File: src/rtl/reservation_station.sv
// reservation_station: Tomasulo-style station for ADD/SUB with register status table,
// CDB wakeup/bypass and in-order lowest-index dispatch to one functional unit.
module reservation_station #(
    parameter int NENT = 3,
    parameter int DW   = 16
) (
    input  logic          clock,
    input  logic          reset,
    input  logic          in_valid,
    input  logic [2:0]    opcode,
    input  logic [2:0]    RX,
    input  logic [2:0]    RY,
    input  logic [2:0]    RZ,
    input  logic [3:0]    immediate,
    output logic          stall,
    output logic [2:0]    rf_addr_a,
    output logic [2:0]    rf_addr_b,
    input  logic [DW-1:0] rf_data_a,
    input  logic [DW-1:0] rf_data_b,
    input  logic          cdb_valid,
    input  logic [1:0]    cdb_tag,
    input  logic [DW-1:0] cdb_data,
    output logic          disp_valid,
    input  logic          disp_ready,
    output logic [2:0]    disp_op,
    output logic [DW-1:0] disp_a,
    output logic [DW-1:0] disp_b,
    output logic [1:0]    disp_tag,
    output logic          illegal_op
);
    localparam logic [1:0] S_EMPTY = 2'd0, S_WAIT = 2'd1, S_READY = 2'd2, S_EXEC = 2'd3;
    localparam int IW = (NENT > 1) ? $clog2(NENT) : 1;

    logic [1:0]    r_state [NENT];
    logic [2:0]    r_op    [NENT];
    logic [DW-1:0] r_vj    [NENT];
    logic [DW-1:0] r_vk    [NENT];
    logic [1:0]    r_qj    [NENT];
    logic [1:0]    r_qk    [NENT];
    logic [1:0]    r_qi    [8];
    logic          r_illegal;

    logic          w_free, w_rdy, w_accept, w_legal, w_issue, w_cdb, w_fire;
    logic [IW-1:0] w_alloc, w_sel;
    logic [1:0]    w_new_tag, w_src_j, w_src_k, w_qj_new, w_qk_new;
    logic [DW-1:0] w_vj_new, w_vk_new;
    logic          w_hj [NENT];
    logic          w_hk [NENT];
    logic          w_unused_imm;

    always_comb begin
        w_free  = 1'b0;
        w_alloc = '0;
        w_rdy   = 1'b0;
        w_sel   = '0;
        for (int i = NENT - 1; i >= 0; i--) begin
            if (r_state[i] == S_EMPTY) begin
                w_free  = 1'b1;
                w_alloc = IW'(i);
            end
            if (r_state[i] == S_READY) begin
                w_rdy = 1'b1;
                w_sel = IW'(i);
            end
        end
    end

    // tag 0 on the CDB never matches anything: it is the "value present" encoding
    assign w_cdb     = cdb_valid && (cdb_tag != 2'd0);
    assign w_accept  = in_valid && w_free;
    assign w_legal   = (opcode[2:1] == 2'b00);
    assign w_issue   = w_accept && w_legal;
    assign w_new_tag = 2'(w_alloc) + 2'd1;
    assign w_fire    = w_rdy && disp_ready;

    // operand lookup sees Qi before this instruction's own RX update, with same-edge CDB bypass
    assign w_src_j  = r_qi[RY];
    assign w_src_k  = r_qi[RZ];
    assign w_qj_new = (w_src_j == 2'd0 || (w_cdb && cdb_tag == w_src_j)) ? 2'd0 : w_src_j;
    assign w_qk_new = (w_src_k == 2'd0 || (w_cdb && cdb_tag == w_src_k)) ? 2'd0 : w_src_k;
    assign w_vj_new = (w_src_j == 2'd0) ? rf_data_a : (w_qj_new == 2'd0 ? cdb_data : '0);
    assign w_vk_new = (w_src_k == 2'd0) ? rf_data_b : (w_qk_new == 2'd0 ? cdb_data : '0);

    always_comb begin
        for (int i = 0; i < NENT; i++) begin
            w_hj[i] = w_cdb && (r_qj[i] == cdb_tag);
            w_hk[i] = w_cdb && (r_qk[i] == cdb_tag);
        end
    end

    assign stall        = !w_free;
    assign rf_addr_a    = RY;
    assign rf_addr_b    = RZ;
    assign disp_valid   = w_rdy;
    assign disp_op      = r_op[w_sel];
    assign disp_a       = r_vj[w_sel];
    assign disp_b       = r_vk[w_sel];
    assign disp_tag     = 2'(w_sel) + 2'd1;
    assign illegal_op   = r_illegal;
    assign w_unused_imm = |immediate;

    always_ff @(posedge clock or negedge reset) begin
        if (!reset) begin
            r_illegal <= 1'b0;
            for (int r = 0; r < 8; r++) r_qi[r] <= 2'd0;
            for (int i = 0; i < NENT; i++) begin
                r_state[i] <= S_EMPTY;
                r_op[i]    <= 3'd0;
                r_vj[i]    <= '0;
                r_vk[i]    <= '0;
                r_qj[i]    <= 2'd0;
                r_qk[i]    <= 2'd0;
            end
        end else begin
            r_illegal <= w_accept && !w_legal;
            // a same-edge issue to RX takes priority over the CDB clearing its status
            for (int r = 0; r < 8; r++) begin
                if (w_issue && RX == 3'(r))
                    r_qi[r] <= w_new_tag;
                else if (w_cdb && r_qi[r] == cdb_tag)
                    r_qi[r] <= 2'd0;
            end
            for (int i = 0; i < NENT; i++) begin
                if (r_state[i] == S_EMPTY && w_issue && w_alloc == IW'(i)) begin
                    r_op[i]    <= opcode;
                    r_vj[i]    <= w_vj_new;
                    r_vk[i]    <= w_vk_new;
                    r_qj[i]    <= w_qj_new;
                    r_qk[i]    <= w_qk_new;
                    r_state[i] <= (w_qj_new == 2'd0 && w_qk_new == 2'd0) ? S_READY : S_WAIT;
                end else if (r_state[i] == S_WAIT) begin
                    if (w_hj[i]) begin
                        r_vj[i] <= cdb_data;
                        r_qj[i] <= 2'd0;
                    end
                    if (w_hk[i]) begin
                        r_vk[i] <= cdb_data;
                        r_qk[i] <= 2'd0;
                    end
                    if ((w_hj[i] || r_qj[i] == 2'd0) && (w_hk[i] || r_qk[i] == 2'd0))
                        r_state[i] <= S_READY;
                end else if (r_state[i] == S_READY && w_fire && w_sel == IW'(i)) begin
                    r_state[i] <= S_EXEC;
                end else if (r_state[i] == S_EXEC && w_cdb && cdb_tag == 2'(i + 1)) begin
                    r_state[i] <= S_EMPTY;
                end
            end
        end
    end
endmodule

File: config.mk
export PLATFORM = sky130hd
export DESIGN_NAME = reservation_station
export DESIGN_NICKNAME = d
export VERILOG_FILES = /design/src/rtl/reservation_station.sv
export SDC_FILE = /design/constraint.sdc
export NUM_CORES = 1
export LEC_CHECK = 0
export BUFFER_PORTS_ARGS = -buffer_cell sky130_fd_sc_hd__buf_2
export CAP_MARGIN = 15
export CELL_PAD_IN_SITES_DETAIL_PLACEMENT = 1
export CELL_PAD_IN_SITES_GLOBAL_PLACEMENT = 1
export CORE_ASPECT_RATIO = 1.1
export CORE_UTILIZATION = 45
export DETAILED_ROUTE_END_ITERATION = 12
export GPL_ROUTABILITY_DRIVEN = 0
export GPL_TIMING_DRIVEN = 0
export PLACE_DENSITY = 0.8
export SLEW_MARGIN = 30
export SYNTH_ARGS = -nofsm -noshare
export SYNTH_HDL_FRONTEND = slang
export SYNTH_SLANG_ARGS = --single-unit
File: constraint.sdc
create_clock -name clock -period 2.9 [get_ports clock]
set_input_delay 0.58 -clock clock [delete_from_list [all_inputs] [get_ports clock]]
set_output_delay 0.58 -clock clock [all_outputs]
set_load 0.02 [all_outputs]
# Word level (Yosys, flattened, before mapping)
# Cells that the tools add are included.
[totals]
ramBits = 0
ff_bits = 140
mem_count = 0
output_inout_bits = 46
latch_bits = 0
romBits = 0
[classes]
magnitude_cmp = 3
mul = 0
eq_ne = 42
div_mod_pow = 0
reduce_logical = 108
bitwise = 3
shifts = 0
n_mux = 101
add_sub_neg = 2
[op_table]
columns = ["operator", "n"]
rows = [
  ["16-bit two-way mux", 26],
  ["2-bit two-way mux", 62],
  ["16-bit binary-select mux with 2-bit select", 2],
  ["1-bit logical AND", 51],
  ["2-bit nonzero test", 18],
  ["2-bit == test", 16],
  ["2-bit zero test", 16],
  ["2-bit == test, second input constant", 10],
  ["2-bit AND reduction", 9],
  ["2-bit binary-select mux with 3-bit select", 2],
  ["2-bit by 1-bit == test with 1-bit output, second input constant", 6],
  ["3-bit == test, second input constant", 4],
  ["4-bit nonzero test", 3],
  ["3-bit by 2-bit != test with 1-bit output, second input constant", 3],
  ["4-bit greater-or-equal comparator, second input constant", 2],
  ["1-bit logical OR", 8],
  ["3-bit NOT with 4-bit output", 2],
  ["3-bit binary-select mux with 2-bit select", 1],
  ["3-bit by 2-bit == test with 1-bit output, second input constant", 2],
  ["1-bit two-way mux", 6],
  ["3-bit two-way mux", 2],
  ["2-bit by 1-bit adder with 2-bit output, second input constant", 2],
  ["3-bit by 1-bit == test with 1-bit output, second input constant", 1],
  ["3-bit greater-or-equal comparator, second input constant", 1],
  ["other kinds (3)", 4],
]

# Logic depth before layout (Yosys ltp)
# Gate-level depths: netlist (run 1).
[logic_depth]
ltp_word = 12
depth_mapped = 11
mapped_depth_nobuf = 9

# Worst setup path after synthesis (run 1)
# No wires, ideal clock.
[synth_path]
path_kind = "register to register"
startpoint = "register r_state[3] in the netlist's numbering"
endpoint = "register r_vj[32] in the netlist's numbering"
setup_ps = 126
path_stages_with_launch = 10
arrival_ps = 2538
n_path_buf = 3
path_slack_ps = 236
synth_period_minus_slack_ps = 2664
path_cell_list = "dfrtp_1 clkbuf_1 nor3_1 inv_1 ha_1 nand4_1 clkbuf_1 clkbuf_1 nor2_1 a221o_1"
[synth_between]
elab_chain_cells = 9
[synth_rtl]
columns = ["element", "line", "source"]
rows = [
  ["start: declaration", "34", "logic [1:0] r_state [NENT];"],
  ["start signal: indexed assignment", "130", "r_state[i] <= (w_qj_new == 2'd0 && w_qk_new == 2'd0) ? S_READY : S_WAIT;"],
  ["2-bit zero test *", "57", "if (r_state[i] == S_EMPTY) begin"],
  ["1-bit two-way mux (2 in a row)", "57", ""],
  ["1-bit logical AND", "70", "assign w_accept = in_valid && w_free;"],
  ["1-bit logical AND", "72", "assign w_issue = w_accept && w_legal;"],
  ["1-bit logical AND", "124", "if (r_state[i] == S_EMPTY && w_issue && w_alloc == IW'(i)) begin"],
  ["1-bit logical AND *", "124", ""],
  ["2-bit nonzero test (no source line)", "n/a", ""],
  ["2-bit AND reduction (no source line)", "n/a", ""],
  ["end signal: indexed assignment", "126", "r_vj[i] <= w_vj_new;"],
  ["end signal: indexed assignment", "133", "r_vj[i] <= cdb_data;"],
  ["end: declaration", "36", "logic [DW-1:0] r_vj [NENT];"],
]
# Mark *: on every way between the ends. The rest lies on a longest branch, timed or not.
# A chain may end at the register's enable or synchronous reset.

# Final worst setup path (run 1)
[layout_path]
startpoint = "register r_state[5] in the netlist's numbering"
endpoint = "output port disp_tag[1]"
[layout_between]
elab_chain_cells = 3
[layout_rtl]
columns = ["element", "line", "source"]
rows = [
  ["2-bit == test", "61", "if (r_state[i] == S_READY) begin"],
  ["2-bit two-way mux", "61", ""],
  ["2-bit by 1-bit adder with 2-bit output", "98", "assign disp_tag = 2'(w_sel) + 2'd1;"],
  ["end: declaration", "28", "output logic [1:0] disp_tag,"],
]
# No other way between the ends.

==> results.md, run 1 <==
- Initial Utilization: 46.02%
- Count of different cell masters after synthesis: 54
- Peak clock frequency supported by timing: 0.3516 GHz
- Sequential cell area fraction in the yosys report: 41.34%
- P per Cell Area: 883.7 nW/um2
- Clock tree from TritonCTS: built
- Max Cap Viol: 0
- Relative slew margins: 39.79%
- Logic pwr share: 45.1%
- CTS Buf Count: 17
- # clock sinks: 140
- Number of instances in the synthesized netlist: 924
- Number of nets in the synthesized netlist: 1001
- Internal power: 0.005288 W
- Number of nets in the layout: 1126
- Diode insertion count for antenna repair: 0
- Crit. End Element: primary output
- Required time at the worst-slack endpoint: 2.32 ns
- Number of enable-type register cells in the synthesized netlist: 0
- Core ar.: 18410 um2
- Final wirelength: 30990 um
- Post-synthesis average cell area: 9.171 um2
- Antenna violations before repair: 0
- Post-synthesis instance area: 8474 um2
- Final-layout fill cell count: 2183
- Hold-fix buffers, CTS: 0
- Final hold slack: 0.07309 ns
- Hpwl dp: 21910 um
- Path category of the worst min-delay check: primary input to async pin
- Asr flop ratio synth: 100.0%
- Peak supply drop: 0.5186 mV
- Buffers and inverters on the worst path: 3
- Level count of the clock H-tree: 4
- Average wire length per cell after detail routing: 23.75 um
- Final setup skew: 0.01260 ns
- Min Clock Period, post-route: 2.844 ns
- Flip-flop and latch count after synthesis: 140
- Slew at the pin with the worst max-slew slack: 0.8906 ns
- P_leak: 4.745 nW
- Total number of placement rows: 52
- Commonest register cell after synthesis: sky130_fd_sc_hd__dfrtp_1
- DRC violations left: 0
- # IOs: 117
- Outcome: finished, final reports clean
- Ordered cell list for the critical path: nor2b_1 > or4_4 > clkbuf_16 > ha_1 > inv_1 > buf_4
- Proportion of power drawn by flip-flops and latches: 29.5%
- Slowest cell on the critical path: sky130_fd_sc_hd__or4_4
- Share of layout cells above drive strength 1: 19.96%
- Number of setup violations in the final report: 0
- Startpoint types: register
- Count of buffers from port buffering: 101
- Die outline height: 145.9 um
- Die W: 132.8 um
- Family with the most delay on the worst path: simple AND/OR/NAND/NOR gates
- Average vias per placed instance: 6.298
- Clock latency on the worst-skew pair: 0.44 ns
- Largest stage delay on the critical path: 0.56 ns
- Max-slew violation count: 0
- Setup TNS: 0 ns
- Worst path arrival time: 2.26 ns
- DRT iter0 DRCs: 624
- Total power after layout: 0.008938 W
- Combined flip-flop and latch cell area: 3510 um2
- Final number of hold-violating endpoints: 0
- Buffers from clock root to sink, at most: 2
- Via count: 8219
- Switching power as a share of total power: 40.84%
- Layout overhead on the synthesized area: 19.34%
- Total area of multi-input combinational cells: 4677 um2
- Maximum number of pins on one net before global-route repair: 81
- Remaining global-route overflow: 0
- CTS clk-pin slew, worst paths: 0.06 ns
- Total die area: 19390 um2
- Antenna-violating nets left: 0
- Final period utilization: 98.06%
- Warning count from the yosys run: 0
- CTS root buf: sky130_fd_sc_hd__clkbuf_16
- Unrepaired setup endpoints after global routing: false
- Class of the most critical setup path: register to primary output
- Via count of the first global-routing pass: 8490
- Total GRT Usage: 32.84%
- Wire length of the first global-routing pass: 48270 um
- Clock network fraction of design power: 25.3%
- Switching Power: 0.003650 W
- Highest fanout seen on the critical path: 8
- Detailed Routing Iterations Pass 1: 5
registers in the layout (all words and copies together) (netlist names):
| register | flops |
|---|---|
| r_vk | 48 |
| r_op | 9 |
| r_qi | 16 |
| r_qj | 6 |
| r_qk | 6 |
| illegal_op | 1 |
| r_state | 6 |
| r_vj | 48 |
cell usage after synthesis (2+ instances only):
master                        n  area (um2)
sky130_fd_sc_hd__nand2_1    134       503.0
sky130_fd_sc_hd__a21oi_1     45       225.2
sky130_fd_sc_hd__nor2_1     115       431.7
sky130_fd_sc_hd__mux4_2       4       90.09
sky130_fd_sc_hd__nand2b_4     2       27.53
sky130_fd_sc_hd__mux2i_4      3       67.56
sky130_fd_sc_hd__mux2i_1     51       510.5
sky130_fd_sc_hd__buf_2        5       25.02
sky130_fd_sc_hd__a221oi_1    16       140.1
sky130_fd_sc_hd__ha_1         6       75.07
sky130_fd_sc_hd__nand4_1      3       18.77
sky130_fd_sc_hd__a32o_1       2       20.02
sky130_fd_sc_hd__nor2_4       4       45.04
sky130_fd_sc_hd__o21ai_0     76       380.4
sky130_fd_sc_hd__and2_1      18       112.6
sky130_fd_sc_hd__and3_1      25       156.4
sky130_fd_sc_hd__o32a_4       2       45.04
sky130_fd_sc_hd__mux4_1       4       105.1
sky130_fd_sc_hd__a311oi_1     2       17.52
sky130_fd_sc_hd__o21bai_1     4       30.03
sky130_fd_sc_hd__inv_1       11       41.29
sky130_fd_sc_hd__a32oi_1      4       35.03
sky130_fd_sc_hd__nand3_1      7       35.03
sky130_fd_sc_hd__o22ai_1     10       62.56
sky130_fd_sc_hd__o2bb2ai_1    2       17.52
sky130_fd_sc_hd__xor2_1      12       105.1
sky130_fd_sc_hd__nand2b_1     5       31.28
sky130_fd_sc_hd__buf_4        6       45.04
sky130_fd_sc_hd__nor3_1      12       60.06
sky130_fd_sc_hd__nor2b_1     13       81.33
sky130_fd_sc_hd__nor4b_1      2       17.52
sky130_fd_sc_hd__buf_1       17       63.81
sky130_fd_sc_hd__o21bai_4     4       75.07
sky130_fd_sc_hd__dfrtp_1    140        3503
sky130_fd_sc_hd__xnor2_1     12       105.1
sky130_fd_sc_hd__or3_1        5       31.28
sky130_fd_sc_hd__a221o_1     80       800.8
sky130_fd_sc_hd__o21ai_4      2       32.53
sky130_fd_sc_hd__and4_1       3       26.28
sky130_fd_sc_hd__clkbuf_1    42       157.7
power groups by stage:
stage | clock network [W] | logic, W | registers, W
final | 0.00226 | 0.00404 | 0.00264
after global routing | 0.00235 | 0.00434 | 0.00267
after CTS | 0.00227 | 0.00392 | 0.00262
after detailed placement | 0 | 0.00374 | 0.00263
after global placement | 0 | 0.00365 | 0.00261
after floorplan | 0 | 0.00251 | 0.00254
worst paths after layout:
check	start	endpoint	slack (ns)	cells past startpoint
min in group clock	opcode[0]	r_op[3]	0.37	3
setup reg to reg	r_state[4]	r_vk[45]	0.08	8
setup / recovery	r_state[5]	disp_tag[1]	0.06	6
hold reg to reg	r_op[3]	r_op[3]	0.48	2
hold / removal	reset	r_vj[4]	0.07	1
max in group asynchronous	reset	r_qk[1]	2.03	2
worst register-to-register path, stage by stage, from the launching register on:
cell and delay [ns]:
sky130_fd_sc_hd__dfrtp_2 0.45, sky130_fd_sc_hd__nor2_1 0.39, sky130_fd_sc_hd__nor3_4 0.14, sky130_fd_sc_hd__inv_1 0.11
sky130_fd_sc_hd__ha_1 0.17, sky130_fd_sc_hd__nand4_1 0.19, sky130_fd_sc_hd__clkbuf_2 0.32, sky130_fd_sc_hd__nor2_1 0.71
sky130_fd_sc_hd__a221o_1 0.29
layout make-up:
type / instances / area share [%]
multi-input cells: 703 / 46.25
well taps: 243 / 3.006
clock inverters: 11 / 1.398
inverters: 11 / 0.4083
clock buffers: 21 / 4.454
flip-flops and latches: 140 / 34.70
repair buffers: 110 / 6.260
plain buffers: 66 / 3.526
timing repair:
item | 4_1_cts | 5_1_grt
gates cloned | 0 | 0
pin swaps | 1 | 1
gates resized for setup | 37 | 26
setup buffers | 3 | 5
endpoints found under the setup margin | 123 | 104
routing by layer:
layer	routed length, um	up-vias	GRT usage (%)
met5	0	-	0
met2	14860	348	53.22
met3	1959	58	5.886
li1	-	3634	-
met4	932	0	14.02
met1	13230	4179	43.01
per-stage QoR:
stage	utilization (%)	setup WS, ns	cells	area [um2]
2_1_floorplan	-	0.2357	924	8474
3_3_place_gp	50.42	-0.8605	1268	9284
3_5_place_dp	50.65	-0.6191	1269	9326
4_1_cts	54.47	0.001063	1301	10030
5_1_grt	54.93	0.009323	1305	10110
6_report	54.93	0.05619	1305	10110
logic make-up (layout without fill, tap and decap cells):
logic type | after synthesis | after routing | share of synthesized area, %
AOI/OAI and AO/OA | 257 | 257 | 23.02
xor gates and xnor gates | 24 | 24 | 2.480
adders and majority gates | 6 | 6 | 0.8858
buffers and inverters | 81 | 219 | 3.927
DFF | 140 | 140 | 41.34
muxes | 63 | 63 | 9.287
and+or+nand+nor | 353 | 353 | 19.06
cell usage in the layout (no fill, tap or decap), types with 11 or more instances in the layout:
master	n
sky130_fd_sc_hd__clkbuf_16	18
sky130_fd_sc_hd__clkbuf_1	24
sky130_fd_sc_hd__inv_1	11
sky130_fd_sc_hd__nand2_1	134
sky130_fd_sc_hd__clkbuf_2	11
sky130_fd_sc_hd__and2_1	18
sky130_fd_sc_hd__a221oi_1	16
sky130_fd_sc_hd__buf_1	13
sky130_fd_sc_hd__mux2i_1	50
sky130_fd_sc_hd__a21oi_1	41
sky130_fd_sc_hd__nor3_1	11
sky130_fd_sc_hd__buf_2	106
sky130_fd_sc_hd__nor2b_1	11
sky130_fd_sc_hd__o21ai_0	76
sky130_fd_sc_hd__nor2_1	115
sky130_fd_sc_hd__dfrtp_1	135
sky130_fd_sc_hd__xnor2_1	12
sky130_fd_sc_hd__a221o_1	80
sky130_fd_sc_hd__xor2_1	12
sky130_fd_sc_hd__buf_4	14
sky130_fd_sc_hd__and3_1	25
Power figures use the tool's default switching activity.
==> run 2: changes to the inputs <==
--- a/config.mk
+++ b/config.mk
@@ -11,6 +11,7 @@
 export CELL_PAD_IN_SITES_GLOBAL_PLACEMENT = 1
 export CORE_ASPECT_RATIO = 1.1
 export CORE_UTILIZATION = 45
+export CTS_BUF_LIST = sky130_fd_sc_hd__clkbuf_2
 export DETAILED_ROUTE_END_ITERATION = 12
 export GPL_ROUTABILITY_DRIVEN = 0
 export GPL_TIMING_DRIVEN = 0
==> run 2 against run 1 <==
  * The run now ends with setup timing left
  * Sequential share of layout area decreased by 0.91 points
  * Flip-flop and latch count unchanged
  * Clock skew increased by 0.036 ns
  * Combinational power increased by 30%
  * Hold slack got worse by 0.026 ns
  * Cell count increased by 1.3%
  * Critical path depth unchanged
  * Clock power decreased by 44%
  * Global-route usage decreased by 0.46 points
  * Count of clock-buffer cells in the layout decreased by 1
==> results.md, run 2 (same netlist as run 1, synthesis figures left out) <==
- Average vias per placed instance: 6.333
- # clock sinks: 140
- Startpoint of the worst-slack reg-to-reg timing path: r_state[4]
- Most frequent cells in the layout: 135 x sky130_fd_sc_hd__dfrtp_1, 134 x sky130_fd_sc_hd__nand2_1, 94 x sky130_fd_sc_hd__nor2_1, 83 x sky130_fd_sc_hd__buf_2, 80 x sky130_fd_sc_hd__a221o_1
- Internal power: 0.005173 W
- Class of the most critical setup path: register to primary output
- Relative slew margins: 41.61%
- Highest fanout seen on the critical path: 7
- Wire length of the first global-routing pass: 47630 um
- Number of cell instances on the worst register-to-register path: 10
- Final design area excluding fillers: 10390 um2
- Proportion of power drawn by flip-flops and latches: 28.9%
- Most common cell after layout, fill and taps aside: sky130_fd_sc_hd__dfrtp_1
- Die outline height: 145.9 um
- # IOs: 117
- Core ar.: 18410 um2
- Final-layout fill cell count: 2159
- Share of layout cells above drive strength 1: 25.97%
- CTS Buf Count: 17
- Cell area after placement: 9326 um2
- Outcome: finished with violations
- Worst setup slack after layout: -0.2215 ns
- Peak supply drop: 0.4509 mV
- Combined flip-flop and latch cell area: 3510 um2
- Die W: 132.8 um
- Antenna-violating nets left: 0
- Final setup skew: 0.04828 ns
- Max Cap Viol: 0
- Total GRT Usage: 32.38%
- Hpwl dp: 21910 um
- Logic pwr share: 57.2%
- Fin util: 56.40%
- Maximum number of pins on one net before global-route repair: 81
- Total area of multi-input combinational cells: 4996 um2
- Unrepaired setup endpoints after global routing: true
- Clock network fraction of design power: 13.8%
- End point of the critical path: disp_b[12]
- Slew at the pin with the worst max-slew slack: 0.8636 ns
- Number of setup violations in the final report: 36
- Register-to-register setup slack: 0.14 ns
- Startpoint types: register
- Via count of the first global-routing pass: 8413
- Number of nets in the layout: 1142
- Setup TNS: -6.235 ns
- CTS clk-pin slew, worst paths: 0.23 ns
- Switching power as a share of total power: 43.58%
- Max-slew violation count: 0
- Average wire length per cell after detail routing: 24.06 um
- DRC violations left: 0
- Total die area: 19390 um2
- Failing checks: setup timing
- Peak clock frequency supported by timing: 0.3204 GHz
- P_leak: 4.762 nW
- Path category of the worst min-delay check: primary input to register
- Clock tree from TritonCTS: built
- Initial Utilization: 46.02%
- Endpoint of the worst-slack reg-to-reg timing path: r_vj[23]
- Layout overhead on the synthesized area: 22.55%
- Total number of placement rows: 52
- Required time at the worst-slack endpoint: 2.32 ns
- Final wirelength: 31810 um
- DRT iter0 DRCs: 708
- Min Clock Period, post-route: 3.121 ns
- Switching Power: 0.003997 W
- Detailed Routing Iterations Pass 1: 5
- Count of buffers from port buffering: 101
- P per Cell Area: 883.0 nW/um2
- Final period utilization: 107.6%
- Buffers from clock root to sink, at most: 2
- Crit. End Element: primary output
- Via count: 8372
- Worst path arrival time: 2.54 ns
- Leading registers by flop count: r_vj: 48 flops, r_vk: 48 flops, r_qi: 16 flops
- Antenna violations before repair: 1
- Clock latency on the worst-skew pair: 0.77 ns
- Final number of hold-violating endpoints: 0
- Timing startpoint of the critical path: r_state[5]
- Level count of the clock H-tree: 4
- Remaining global-route overflow: 0
- CTS root buf: sky130_fd_sc_hd__clkbuf_2
run 2: worst max-delay path, cell delays in order, from the launching register on:
cell,delay [ns]
sky130_fd_sc_hd__dfrtp_2,0.47
sky130_fd_sc_hd__nor2b_4,0.15
sky130_fd_sc_hd__or4_4,0.55
sky130_fd_sc_hd__clkbuf_16,0.20
sky130_fd_sc_hd__buf_12,0.15
sky130_fd_sc_hd__a21oi_2,0.12
sky130_fd_sc_hd__buf_4,0.15
run 2: cell type report:
class,instances,share of cell area [%]
clock buffers,20,0.9639
repair buffers,125,8.241
multi-input cells,704,48.11
clock inverters,12,1.398
flip-flops and latches,140,33.80
diodes,1,0.02410
well taps,243,2.928
plain buffers,66,4.145
inverters,11,0.3976
run 2: routing by layer:
metal / vias up / GRT usage, % / part of all wire [%]
met4: 0 / 11.67 / 2.9
met2: 395 / 52.62 / 48
met3: 69 / 6.583 / 7.2
li1: 3670 / - / -
met1: 4238 / 42.64 / 41
met5: - / 0 / 0
run 2: how the worst min path moves through the flow:
stage,endpoint,slack (ns),from,cells past startpoint
CTS,r_op[3],0.004,opcode[0],3
global placement,r_op[3],0.46,r_op[3],2
floorplan,illegal_op,0.28,reset,0
finish,r_vj[44],0.05,rf_data_a[12],2
global route,r_vk[30],0.03,rf_data_b[14],2
detailed placement,r_op[3],0.47,r_op[3],2
run 2: what timing repair did:
item | CTS | global route
cloned | 0 | 3
setup buffers | 11 | 8
hold endpoints to repair | 60 | 2
pin swaps | 2 | 3
hold buffers | 1 | 1
setup endpoints to repair | 138 | 56
gates resized for setup | 91 | 91
run 2: power groups by stage:
stage	sequential, W	combinational [W]	clock (W)
2_1_floorplan	0.00254	0.00251	0
3_3_place_gp	0.00261	0.00365	0
3_5_place_dp	0.00263	0.00374	0
4_1_cts	0.00260	0.00442	0.00126
5_1_grt	0.00268	0.00556	0.00135
6_report	0.00265	0.00525	0.00127
run 2: through the flow:
step | worst slack (ns) | hold slack [ns] | instances | total power [W]
3_5_place_dp | -0.6191 | 0.4669 | 1269 | 0.006371
4_1_cts | -0.2550 | 0.004407 | 1309 | 0.008282
6_report | -0.2215 | 0.04737 | 1322 | 0.009170
2_1_floorplan | 0.2357 | 0.2844 | 924 | 0.005046
5_1_grt | -0.3308 | 0.02503 | 1322 | 0.009589
3_3_place_gp | -0.8605 | 0.4635 | 1268 | 0.006259
